[src/rtl/aq_f_spsram_ctrl.sv]
// Request/response controller for an active-low single-port SRAM macro,
// with a hardware fill sequence that writes INIT_VAL to every entry.
module aq_f_spsram_ctrl #(
  parameter int unsigned           ADDR_WIDTH = 10,
  parameter int unsigned           DATA_WIDTH = 64,
  parameter logic [DATA_WIDTH-1:0] INIT_VAL   = '0,
  parameter bit                    AUTO_INIT  = 1'b1
) (
  input  logic                  CLK,
  input  logic                  RST,
  input  logic                  req_vld,
  output logic                  req_rdy,
  input  logic                  req_wr,
  input  logic [ADDR_WIDTH-1:0] req_addr,
  input  logic [DATA_WIDTH-1:0] req_wdata,
  input  logic [DATA_WIDTH-1:0] req_wmask,
  output logic                  rsp_vld,
  input  logic                  rsp_rdy,
  output logic [DATA_WIDTH-1:0] rsp_rdata,
  input  logic                  init_req,
  output logic                  init_busy,
  output logic                  init_done,
  output logic [ADDR_WIDTH-1:0] sram_a,
  output logic                  sram_cen,
  output logic                  sram_gwen,
  output logic [DATA_WIDTH-1:0] sram_wen,
  output logic [DATA_WIDTH-1:0] sram_d,
  input  logic [DATA_WIDTH-1:0] sram_q
);

  localparam logic [0:0] StIdle  = 1'b0;
  localparam logic [0:0] StInit  = 1'b1;
  localparam logic [0:0] StReset = AUTO_INIT ? StInit : StIdle;

  localparam logic [ADDR_WIDTH-1:0] CntMax = {ADDR_WIDTH{1'b1}};

  logic [0:0]            state_q, state_d;
  logic [ADDR_WIDTH-1:0] cnt_q, cnt_d;
  logic                  rd_pend_q, rd_pend_d;
  logic                  init_pend_q, init_pend_d;
  logic                  init_done_q, init_done_d;

  logic idle;
  logic drain_ok;
  logic acc;
  logic rd_acc;
  logic init_want;

  // The macro holds its last read word while CEN=1, so Q feeds the response directly.
  assign rsp_rdata = sram_q;

  always_comb begin
    idle      = (state_q == StIdle);
    drain_ok  = !rd_pend_q || rsp_rdy;
    init_want = init_req || init_pend_q;

    req_rdy   = !RST && idle && !init_pend_q && !init_req && drain_ok;
    acc       = req_vld && req_rdy;
    rd_acc    = acc && !req_wr;

    rsp_vld   = !RST && rd_pend_q;
    init_busy = !RST && !idle;
    init_done = !RST && init_done_q;

    sram_cen  = 1'b1;
    sram_gwen = 1'b1;
    sram_wen  = '1;
    sram_a    = '0;
    sram_d    = '0;
    if (!RST && !idle) begin
      sram_cen  = 1'b0;
      sram_gwen = 1'b0;
      sram_wen  = '0;
      sram_a    = cnt_q;
      sram_d    = INIT_VAL;
    end else if (acc) begin
      sram_cen = 1'b0;
      sram_a   = req_addr;
      if (req_wr) begin
        sram_gwen = 1'b0;
        sram_wen  = ~req_wmask;
        sram_d    = req_wdata;
      end
    end
  end

  always_comb begin
    state_d     = state_q;
    cnt_d       = cnt_q;
    rd_pend_d   = rd_pend_q;
    init_pend_d = init_pend_q;
    init_done_d = 1'b0;

    if (idle) begin
      if (rd_acc) begin
        rd_pend_d = 1'b1;
      end else if (rsp_rdy) begin
        rd_pend_d = 1'b0;
      end
      // A fill waits for any undrained read response before it starts.
      if (init_want && drain_ok) begin
        state_d     = StInit;
        init_pend_d = 1'b0;
      end else if (init_want) begin
        init_pend_d = 1'b1;
      end
    end else begin
      cnt_d = cnt_q + 1'b1;
      if (cnt_q == CntMax) begin
        state_d     = StIdle;
        init_done_d = 1'b1;
      end
    end
  end

  always_ff @(posedge CLK) begin
    if (RST) begin
      state_q     <= StReset;
      cnt_q       <= '0;
      rd_pend_q   <= 1'b0;
      init_pend_q <= 1'b0;
      init_done_q <= 1'b0;
    end else begin
      state_q     <= state_d;
      cnt_q       <= cnt_d;
      rd_pend_q   <= rd_pend_d;
      init_pend_q <= init_pend_d;
      init_done_q <= init_done_d;
    end
  end

endmodule
[config.mk]
export PLATFORM = sky130hd
export DESIGN_NAME = aq_f_spsram_ctrl
export DESIGN_NICKNAME = d
export VERILOG_FILES = /design/src/rtl/aq_f_spsram_ctrl.sv
export SDC_FILE = /design/constraint.sdc
export NUM_CORES = 1
export LEC_CHECK = 0
export ABC_CLOCK_PERIOD_IN_PS = 2700
export BUFFER_PORTS_ARGS = -buffer_cell sky130_fd_sc_hd__buf_4
export CELL_PAD_IN_SITES_DETAIL_PLACEMENT = 0
export CELL_PAD_IN_SITES_GLOBAL_PLACEMENT = 2
export CORE_MARGIN = 10
export CORE_UTILIZATION = 10
export DETAILED_ROUTE_END_ITERATION = 12
export GPL_TIMING_DRIVEN = 0
export PLACE_DENSITY = 0.95
export SKIP_CTS_REPAIR_TIMING = 1
export SYNTH_ARGS = -nofsm -noshare
export SYNTH_HDL_FRONTEND = slang
export SYNTH_SLANG_ARGS = --single-unit
[constraint.sdc]
create_clock -name CLK -period 2.7 [get_ports CLK]
set_input_delay 0 -clock CLK [delete_from_list [all_inputs] [get_ports CLK]]
set_output_delay 0 -clock CLK [all_outputs]
set_load 0.1 [all_outputs]
==> results of run 1 <==
cells in the final DEF (no fill, tap or decap):
cell                            count
sky130_fd_sc_hd__a22o_1            11
sky130_fd_sc_hd__or3_1              3
sky130_fd_sc_hd__nand2b_1           2
sky130_fd_sc_hd__dlygate4sd3_1      1
sky130_fd_sc_hd__a31oi_1            1
sky130_fd_sc_hd__buf_2              5
sky130_fd_sc_hd__buf_6              3
sky130_fd_sc_hd__buf_4            416
sky130_fd_sc_hd__clkbuf_1          11
sky130_fd_sc_hd__xor2_1             3
sky130_fd_sc_hd__clkbuf_2           5
sky130_fd_sc_hd__diode_2            2
sky130_fd_sc_hd__nor3b_2            1
sky130_fd_sc_hd__clkbuf_16          3
sky130_fd_sc_hd__and2_1            64
sky130_fd_sc_hd__a211oi_1           1
sky130_fd_sc_hd__dfxtp_1           14
sky130_fd_sc_hd__clkbuf_8           1
sky130_fd_sc_hd__nor2_1             9
sky130_fd_sc_hd__o31ai_1            2
sky130_fd_sc_hd__ha_1               1
sky130_fd_sc_hd__inv_1              2
sky130_fd_sc_hd__nor4_1             1
sky130_fd_sc_hd__nand3_1            3
sky130_fd_sc_hd__xnor2_1            1
sky130_fd_sc_hd__or4_1              2
sky130_fd_sc_hd__nand4_1            4
sky130_fd_sc_hd__nand2_1            6
sky130_fd_sc_hd__or4_4              1
sky130_fd_sc_hd__o21ai_0            4
sky130_fd_sc_hd__nor2b_1            3
sky130_fd_sc_hd__a21oi_1           70
sky130_fd_sc_hd__nor3_2             1
sky130_fd_sc_hd__inv_2              1
sky130_fd_sc_hd__mux2i_1            1
cell usage after synthesis:
library cell / count / share of area
sky130_fd_sc_hd__nor3b_2: 1 / 0.0061
sky130_fd_sc_hd__inv_2: 1 / 0.0018
sky130_fd_sc_hd__nand4_1: 4 / 0.012
sky130_fd_sc_hd__buf_2: 5 / 0.012
sky130_fd_sc_hd__a21oi_1: 70 / 0.17
sky130_fd_sc_hd__nor3_2: 1 / 0.0049
sky130_fd_sc_hd__a22o_1: 11 / 0.047
sky130_fd_sc_hd__nand2_1: 6 / 0.011
sky130_fd_sc_hd__or4_4: 1 / 0.0055
sky130_fd_sc_hd__or3_1: 3 / 0.0091
sky130_fd_sc_hd__o31ai_1: 2 / 0.0073
sky130_fd_sc_hd__clkbuf_2: 5 / 0.012
sky130_fd_sc_hd__nor2b_1: 3 / 0.0091
sky130_fd_sc_hd__nand3_1: 3 / 0.0073
sky130_fd_sc_hd__a211oi_1: 1 / 0.0036
sky130_fd_sc_hd__a31oi_1: 1 / 0.0030
sky130_fd_sc_hd__nor4_1: 1 / 0.0030
sky130_fd_sc_hd__ha_1: 1 / 0.0061
sky130_fd_sc_hd__buf_6: 3 / 0.016
sky130_fd_sc_hd__dfxtp_1: 14 / 0.14
sky130_fd_sc_hd__buf_4: 65 / 0.24
sky130_fd_sc_hd__mux2i_1: 1 / 0.0049
sky130_fd_sc_hd__or4_1: 2 / 0.0073
sky130_fd_sc_hd__o21ai_0: 4 / 0.0097
sky130_fd_sc_hd__inv_1: 2 / 0.0036
sky130_fd_sc_hd__nand2b_1: 2 / 0.0061
sky130_fd_sc_hd__xnor2_1: 1 / 0.0043
sky130_fd_sc_hd__nor2_1: 9 / 0.016
sky130_fd_sc_hd__and2_1: 64 / 0.19
sky130_fd_sc_hd__xor2_1: 3 / 0.013
sky130_fd_sc_hd__clkbuf_1: 11 / 0.020
final cells by class:
type | instances | area share
repair buffers | 352 | 0.515
diodes | 2 | 0.000974
clock buffers | 4 | 0.0173
inverters | 3 | 0.00219
plain buffers | 89 | 0.119
flip-flops and latches | 14 | 0.0546
well taps | 270 | 0.0658
multi-input cells | 195 | 0.225
cell families after synthesis:
kind of cell / after synthesis
AOI/OAI and AO/OA: 89
xor gates and xnor gates: 4
adders and majority gates: 1
buffers and inverters: 92
DFF: 14
muxes: 1
and+or+nand+nor: 100
stage by stage:
step                setup WS [ns]  area [µm²]  setup TNS [ns]  power (W)
floorplan                 -0.0354        2060          -0.248    0.00113
global placement            0.570        5030               0    0.00150
detailed placement          0.552        5030               0    0.00150
CTS                         0.291        5120               0    0.00181
global route                0.170        5130               0    0.00184
finish                      0.290        5140               0    0.00180
layer usage:
metal  GRT usage  vias up  share of wire  wire [µm]
met2       0.203      176           0.51       9050
met4      0.0102        0         0.0049         86
li1            -     1659              -          -
met3      0.0352        4          0.086       1510
met1       0.131     1476           0.39       6920
met5           0        -              0          0
worst min-delay path by stage:
stage                        endpoint  slack [ns]  cells after the start
after floorplan           init_pend_q        0.07                      1
after global placement    init_pend_q        0.22                      2
after detailed placement  init_pend_q        0.22                      2
after CTS                 init_pend_q       -0.02                      2
after global routing        rd_pend_q         0.1                      3
final                     init_pend_q        0.08                      3
power by group:
part	internal, W	leakage [nW]	switching [W]
clock	0.000224	0.0442	0.0000859
sequential	0.000211	0.113	0.00000705
combinational	0.000340	2.58	0.000928
total	0.000776	2.73	0.00102
tightest hold or removal path, stage by stage:
cell	delay, ns
sky130_fd_sc_hd__buf_4	0.09
sky130_fd_sc_hd__nand2b_1	0.11
sky130_fd_sc_hd__a211oi_1	0.07
sequential cells by signal, summed over array words and instances, names as in the netlist:
name         count
init_pend_q      1
cnt_q           10
state_q          1
init_done_q      1
rd_pend_q        1
==> report_table.html, run 1 <==
<table>
<tr><th>Metric</th><th>Value</th></tr>
<tr><th colspan="2">Run status</th></tr>
<tr><td>Result of the run</td><td>completed</td></tr>
<tr><th colspan="2">Floorplan</th></tr>
<tr><td>Core region area</td><td>20200 µm²</td></tr>
<tr><td>Die span in y</td><td>164 µm</td></tr>
<tr><td>Overall die width</td><td>164 µm</td></tr>
<tr><td>Starting Density</td><td>0.102</td></tr>
<tr><td>Overall die area</td><td>26700 µm²</td></tr>
<tr><td>Number of top-level pins</td><td>416</td></tr>
<tr><td>Site row count</td><td>52</td></tr>
<tr><th colspan="2">Placed design</th></tr>
<tr><td>Number of cells in the design after placement</td><td>922</td></tr>
<tr><td>Sum of net half-perimeters after detailed placement</td><td>15900 µm</td></tr>
<tr><td>Placer Congestion</td><td>0.860</td></tr>
<tr><td>Port-buffer cells</td><td>351</td></tr>
<tr><th colspan="2">Timing</th></tr>
<tr><td>RSZ-0062 raised after global routing</td><td>no</td></tr>
<tr><td>Slew @ Worst Pin</td><td>0.616 ns</td></tr>
<tr><td>Final cycle utilization of the critical path</td><td>0.893</td></tr>
<tr><td>Post-route clock skew</td><td>0.00193 ns</td></tr>
<tr><td>Max Clock Freq</td><td>415 MHz</td></tr>
<tr><td>Final Setup Violations</td><td>0</td></tr>
<tr><td>Worst hold margin</td><td>0.0751 ns</td></tr>
<tr><td>Number of failing hold endpoints at the final stage</td><td>0</td></tr>
<tr><td>Final critical delay including setup and external delays</td><td>2.41 ns</td></tr>
<tr><td>Pins Over Slew Limit</td><td>0</td></tr>
<tr><td>Remaining max-slew budget at the tightest pin</td><td>0.589</td></tr>
<tr><th colspan="2">Critical path</th></tr>
<tr><td>Critical path buffer and inverter count</td><td>5</td></tr>
<tr><td>Cell family with the largest share of critical-path delay</td><td>buffers and inverters</td></tr>
<tr><td>Crit Path Class</td><td>input pin to primary output</td></tr>
<tr><td>Cell repeated most along the worst path</td><td>sky130_fd_sc_hd__buf_4</td></tr>
<tr><td>Beginning of the critical path</td><td>RST</td></tr>
<tr><td>Slowest cell on crit path</td><td>sky130_fd_sc_hd__dlygate4sd3_1</td></tr>
<tr><td>Kind of end point of the critical path</td><td>primary output</td></tr>
<tr><td>Cells along the critical path</td><td>dlygate4sd3_1, buf_4, or4_4, nor3_2, buf_4, clkbuf_2, and2_1, buf_4</td></tr>
<tr><td>Largest stage delay on the critical path</td><td>0.54 ns</td></tr>
<tr><td>Register-to-register setup slack</td><td>1.10 ns</td></tr>
<tr><td>Critical path data required time</td><td>2.70 ns</td></tr>
<tr><td>Reg2Reg Launch Point</td><td>state_q</td></tr>
<tr><td>Worst setup SP type</td><td>input pin</td></tr>
<tr><td>R2R depth</td><td>4</td></tr>
<tr><td>Capturing instance or port of the critical path</td><td>sram_d[18]</td></tr>
<tr><td>Maximum net fanout on the critical path</td><td>10</td></tr>
<tr><td>Worst path arrival time</td><td>2.41 ns</td></tr>
<tr><td>RR Endpoint</td><td>cnt_q[9]</td></tr>
<tr><td>Stages on the worst setup path</td><td>8</td></tr>
<tr><th colspan="2">Synthesis</th></tr>
<tr><td>Post-synthesis sequential area ratio</td><td>0.136</td></tr>
<tr><td>Number of warnings printed during yosys synthesis</td><td>0</td></tr>
<tr><td>Avg Inst Size Synth</td><td>6.84 µm²</td></tr>
<tr><td>Count of cell types in the netlist</td><td>31</td></tr>
<tr><td>Post-synthesis compound-gate area fraction</td><td>0.241</td></tr>
<tr><td>Netlist area before placement</td><td>2060 µm²</td></tr>
<tr><td>Fraction of the mapped netlist area in simple logic gates</td><td>0.292</td></tr>
<tr><td>Fraction of synthesized area in multiplexers</td><td>0.00486</td></tr>
<tr><td>Largest family of logic cells by synthesized area</td><td>buffers and inverters</td></tr>
<tr><td>FF+latch count, synth</td><td>14</td></tr>
<tr><td>Synthesized Nets</td><td>510</td></tr>
<tr><td>Number of instances in the synthesized netlist</td><td>301</td></tr>
<tr><td>Parity-gate share of the synthesized area counting xor and xnor cells</td><td>0.0170</td></tr>
<tr><td>Adder-cell area share of the yosys netlist</td><td>0.00608</td></tr>
<tr><th colspan="2">Min path</th></tr>
<tr><td>Type of the tightest min-delay check</td><td>input pin to flip-flop</td></tr>
<tr><td>Hold Path Origin</td><td>rsp_rdy</td></tr>
<tr><th colspan="2">Layout</th></tr>
<tr><td>Fraction of layout instances using a drive strength above 1</td><td>0.665</td></tr>
<tr><td>Flip-flop and latch area</td><td>280 µm²</td></tr>
<tr><td>Post-layout instance count excluding filler cells</td><td>929</td></tr>
<tr><td>Area Growth Syn to Fin</td><td>149%</td></tr>
<tr><td>Number of inserted filler cells in the final layout</td><td>2265</td></tr>
<tr><td>Area of the multi-input gates</td><td>1150 µm²</td></tr>
<tr><td>Final net count</td><td>867</td></tr>
<tr><td>Post-route core utilization</td><td>0.254</td></tr>
<tr><th colspan="2">Detailed routing</th></tr>
<tr><td>Via total after detailed routing</td><td>3315</td></tr>
<tr><td>Total iterations of the first detailed-routing run</td><td>4</td></tr>
<tr><td>Remaining routing DRC violations</td><td>0</td></tr>
<tr><td>Ratio of routed vias to standard cells</td><td>3.57</td></tr>
<tr><td>Antenna viol nets, final</td><td>0</td></tr>
<tr><td>Number of DRC violations after detailed-routing iteration 0</td><td>104</td></tr>
<tr><td>Total routed wirelength</td><td>17600 µm</td></tr>
<tr><td>Avg WL per Cell</td><td>18.9 µm</td></tr>
<tr><th colspan="2">Global routing</th></tr>
<tr><td>Overflow left after global routing</td><td>0</td></tr>
<tr><td>Wire length of the first global-routing pass</td><td>23300 µm</td></tr>
<tr><td>Number of antenna violations at the first check in global routing</td><td>2</td></tr>
<tr><td>Maximum number of pins on one net before global-route repair</td><td>11</td></tr>
<tr><td>Vias in the first global route</td><td>3436</td></tr>
<tr><td>Total track usage</td><td>0.112</td></tr>
<tr><th colspan="2">Power</th></tr>
<tr><td>Pwr dens</td><td>350 nW/µm²</td></tr>
<tr><td>Worst vdd ir</td><td>156 µV</td></tr>
<tr><td>Standby leakage power</td><td>2.73 nW</td></tr>
<tr><th colspan="2">Clocking</th></tr>
<tr><td>H-tree levels</td><td>1</td></tr>
<tr><td>Number of buffers created by CTS</td><td>3</td></tr>
<tr><td>CTS sink cnt</td><td>14</td></tr>
<tr><td>TritonCTS clock tree</td><td>yes</td></tr>
<tr><td>Clock root buffer</td><td>sky130_fd_sc_hd__clkbuf_16</td></tr>
<tr><td>Number of buffers on the longest clock path</td><td>2</td></tr>
<tr><td>Worst-skew pair later-pin latency</td><td>0.24 ns</td></tr>
<tr><td>Clock transition at the registers of the reported paths</td><td>0.05 ns</td></tr>
<tr><th colspan="2">Run</th></tr>
<tr><td>Max-capacitance violation count</td><td>0</td></tr>
</table>
Note: power is estimated with default switching activity, not from simulation.
==> inputs of run 2 (changes only) <==
--- a/config.mk
+++ b/config.mk
@@ -11,6 +11,7 @@
 export CELL_PAD_IN_SITES_GLOBAL_PLACEMENT = 2
 export CORE_MARGIN = 10
 export CORE_UTILIZATION = 10
+export CTS_BUF_LIST = sky130_fd_sc_hd__clkbuf_4 sky130_fd_sc_hd__clkbuf_8
 export DETAILED_ROUTE_END_ITERATION = 12
 export GPL_TIMING_DRIVEN = 0
 export PLACE_DENSITY = 0.95
==> run 2 against run 1 <==
Sequential share of layout area hardly changed. Worst hold slack better by 0.0021 ns. Register-to-register slack hardly changed. Die area stayed put. Final area is 0.66% lower. Routed wire length is 0.12% lower. Setup slack worse by 0.0040 ns. Combinational power hardly changed. Total power is 6.1% lower. Critical path depth stayed put. Via count hardly changed. Critical path type unchanged.
==> report_table.html, run 2 (same netlist as run 1, synthesis figures left out) <==
<table>
<tr><th>Metric</th><th>Value</th></tr>
<tr><th colspan="2">Critical path</th></tr>
<tr><td>Critical path buffer and inverter count</td><td>5 (unchanged)</td></tr>
<tr><td>Cell family with the largest share of critical-path delay</td><td>buffers and inverters</td></tr>
<tr><td>Worst setup SP type</td><td>input pin</td></tr>
<tr><td>Kind of end point of the critical path</td><td>primary output</td></tr>
<tr><td>Slowest cell on crit path</td><td>sky130_fd_sc_hd__dlygate4sd3_1</td></tr>
<tr><td>Maximum net fanout on the critical path</td><td>10 (unchanged)</td></tr>
<tr><td>Largest stage delay on the critical path</td><td>0.54 ns (about the same)</td></tr>
<tr><td>Register-to-register setup slack</td><td>1.09 ns (about the same)</td></tr>
<tr><td>Worst path arrival time</td><td>2.41 ns (about the same)</td></tr>
<tr><td>Critical path data required time</td><td>2.70 ns (about the same)</td></tr>
<tr><td>Cell repeated most along the worst path</td><td>sky130_fd_sc_hd__buf_4</td></tr>
<tr><td>Cells along the critical path</td><td>dlygate4sd3_1, buf_4, or4_4, nor3_2, buf_4, clkbuf_2, and2_1, buf_4</td></tr>
<tr><td>Crit Path Class</td><td>input pin to primary output</td></tr>
<tr><th colspan="2">Global routing</th></tr>
<tr><td>Overflow left after global routing</td><td>0 (unchanged)</td></tr>
<tr><td>Wire length of the first global-routing pass</td><td>23200 µm (-0.21%)</td></tr>
<tr><td>Maximum number of pins on one net before global-route repair</td><td>11 (unchanged)</td></tr>
<tr><td>Number of antenna violations at the first check in global routing</td><td>2 (unchanged)</td></tr>
<tr><td>Total track usage</td><td>0.112 (-0.000417)</td></tr>
<tr><td>Vias in the first global route</td><td>3437 (+0.029%)</td></tr>
<tr><th colspan="2">Detailed routing</th></tr>
<tr><td>Total routed wirelength</td><td>17500 µm (-0.12%)</td></tr>
<tr><td>Avg WL per Cell</td><td>18.9 µm (-0.12%)</td></tr>
<tr><td>Total iterations of the first detailed-routing run</td><td>4 (unchanged)</td></tr>
<tr><td>Via total after detailed routing</td><td>3317 (+0.060%)</td></tr>
<tr><td>Ratio of routed vias to standard cells</td><td>3.57 (about the same)</td></tr>
<tr><td>Number of DRC violations after detailed-routing iteration 0</td><td>92 (-12%)</td></tr>
<tr><td>Antenna viol nets, final</td><td>0 (unchanged)</td></tr>
<tr><td>Remaining routing DRC violations</td><td>0 (unchanged)</td></tr>
<tr><th colspan="2">Timing</th></tr>
<tr><td>Post-route clock skew</td><td>0.00694 ns (+0.00501 ns)</td></tr>
<tr><td>Max Clock Freq</td><td>414 MHz (-0.17%)</td></tr>
<tr><td>Final Worst Setup Slack</td><td>0.286 ns (-0.00401 ns)</td></tr>
<tr><td>Final critical delay including setup and external delays</td><td>2.41 ns (+0.00401 ns)</td></tr>
<tr><td>Final cycle utilization of the critical path</td><td>0.894 (+0.00149)</td></tr>
<tr><td>Final Setup Violations</td><td>0 (unchanged)</td></tr>
<tr><td>RSZ-0062 raised after global routing</td><td>no</td></tr>
<tr><td>Accumulated negative setup slack</td><td>0 ns (unchanged)</td></tr>
<tr><td>Slew @ Worst Pin</td><td>0.606 ns (-0.00964 ns)</td></tr>
<tr><td>Number of failing hold endpoints at the final stage</td><td>0 (unchanged)</td></tr>
<tr><td>Pins Over Slew Limit</td><td>0 (unchanged)</td></tr>
<tr><td>Remaining max-slew budget at the tightest pin</td><td>0.596 (+0.00643)</td></tr>
<tr><th colspan="2">Floorplan</th></tr>
<tr><td>Overall die width</td><td>164 µm (unchanged)</td></tr>
<tr><td>Number of top-level pins</td><td>416 (unchanged)</td></tr>
<tr><td>Overall die area</td><td>26700 µm² (unchanged)</td></tr>
<tr><td>Starting Density</td><td>0.102 (unchanged)</td></tr>
<tr><td>Site row count</td><td>52 (unchanged)</td></tr>
<tr><td>Core region area</td><td>20200 µm² (unchanged)</td></tr>
<tr><td>Die span in y</td><td>164 µm (unchanged)</td></tr>
<tr><th colspan="2">Clocking</th></tr>
<tr><td>Number of buffers created by CTS</td><td>3 (unchanged)</td></tr>
<tr><td>TritonCTS clock tree</td><td>yes</td></tr>
<tr><td>CTS sink cnt</td><td>14 (unchanged)</td></tr>
<tr><td>H-tree levels</td><td>1 (unchanged)</td></tr>
<tr><td>Number of buffers on the longest clock path</td><td>2 (unchanged)</td></tr>
<tr><td>Clock transition at the registers of the reported paths</td><td>0.05 ns (about the same)</td></tr>
<tr><td>Worst-skew pair later-pin latency</td><td>0.24 ns (about the same)</td></tr>
<tr><td>Clock root buffer</td><td>sky130_fd_sc_hd__clkbuf_8</td></tr>
<tr><th colspan="2">Layout</th></tr>
<tr><td>Number of inserted filler cells in the final layout</td><td>2269 (+0.18%)</td></tr>
<tr><td>Number of flip-flops under the largest register name</td><td>10 (unchanged)</td></tr>
<tr><td>Final net count</td><td>867 (unchanged)</td></tr>
<tr><td>Post-layout instance area</td><td>5100 µm² (-0.66%)</td></tr>
<tr><td>Register name with the most flops</td><td>cnt_q</td></tr>
<tr><td>Most common cell after layout, fill and taps aside</td><td>sky130_fd_sc_hd__buf_4</td></tr>
<tr><td>Commonest cells after routing, fill and taps aside</td><td>416 x sky130_fd_sc_hd__buf_4, 70 x sky130_fd_sc_hd__a21oi_1, 64 x sky130_fd_sc_hd__and2_1</td></tr>
<tr><td>Fraction of layout instances using a drive strength above 1</td><td>0.665 (unchanged)</td></tr>
<tr><td>Area Growth Syn to Fin</td><td>148%</td></tr>
<tr><th colspan="2">Run status</th></tr>
<tr><td>Result of the run</td><td>completed</td></tr>
<tr><th colspan="2">Placed design</th></tr>
<tr><td>Place WS</td><td>0.552 ns (unchanged)</td></tr>
<tr><td>Placer Congestion</td><td>0.860 (unchanged)</td></tr>
<tr><td>Post-Place Cell Area</td><td>5030 µm² (unchanged)</td></tr>
<tr><td>Port-buffer cells</td><td>351 (unchanged)</td></tr>
<tr><td>Sum of net half-perimeters after detailed placement</td><td>15900 µm (unchanged)</td></tr>
<tr><th colspan="2">Power</th></tr>
<tr><td>Standby leakage power</td><td>2.72 nW (-0.56%)</td></tr>
<tr><td>Pwr dens</td><td>331 nW/µm² (-5.5%)</td></tr>
<tr><td>Worst vdd ir</td><td>196 µV (+26%)</td></tr>
<tr><th colspan="2">Min path</th></tr>
<tr><td>Type of the tightest min-delay check</td><td>input pin to flip-flop</td></tr>
<tr><th colspan="2">Run</th></tr>
<tr><td>Max-capacitance violation count</td><td>0 (unchanged)</td></tr>
</table>
run 2: layout make-up:
| class | count | area [µm²] | share of cell area |
|---|---|---|---|
| multi-input cells | 195 | 1150 | 0.226 |
| clock buffers | 4 | 55.1 | 0.0108 |
| repair buffers | 352 | 2650 | 0.518 |
| inverters | 3 | 11.3 | 0.00221 |
| well taps | 270 | 338 | 0.0662 |
| flip-flops and latches | 14 | 280 | 0.0549 |
| plain buffers | 89 | 613 | 0.120 |
| diodes | 2 | 5.00 | 0.000981 |
run 2: worst min-delay path, stage by stage:
cell	delay, ns
sky130_fd_sc_hd__buf_4	0.09
sky130_fd_sc_hd__nand2b_1	0.11
sky130_fd_sc_hd__a211oi_1	0.07
run 2: worst paths after layout:
kind / cells past startpoint / endpoint / start
worst max register to register: 4 / cnt_q[9] / state_q
worst min register to register: 2 / cnt_q[9] / cnt_q[9]
worst min-delay path: 3 / init_pend_q / rsp_rdy
worst max-delay path: 8 / sram_d[21] / RST
run 2: report_power, final:
group / switching (W) / internal [W]
Sequential: 0.00000697 / 0.000211
Clock: 0.0000723 / 0.000129
Combinational: 0.000928 / 0.000340
run 2: per-stage QoR:
stage / util / hold slack, ns / cells / power [W]
floorplan: - / 0.0728 / 301 / 0.00113
global placement: 0.249 / 0.223 / 922 / 0.00150
detailed placement: 0.249 / 0.222 / 922 / 0.00150
CTS: 0.251 / -0.0253 / 926 / 0.00170
global route: 0.252 / 0.0987 / 928 / 0.00173
finish: 0.252 / 0.0772 / 929 / 0.00169
run 2: routing by layer:
layer | routed length, µm | part of all wire | global-route usage
met1 | 6910 | 0.39 | 0.130
met2 | 9050 | 0.52 | 0.203
met3 | 1510 | 0.086 | 0.0337
met4 | 87 | 0.0050 | 0.0102
met5 | 0 | 0 | 0
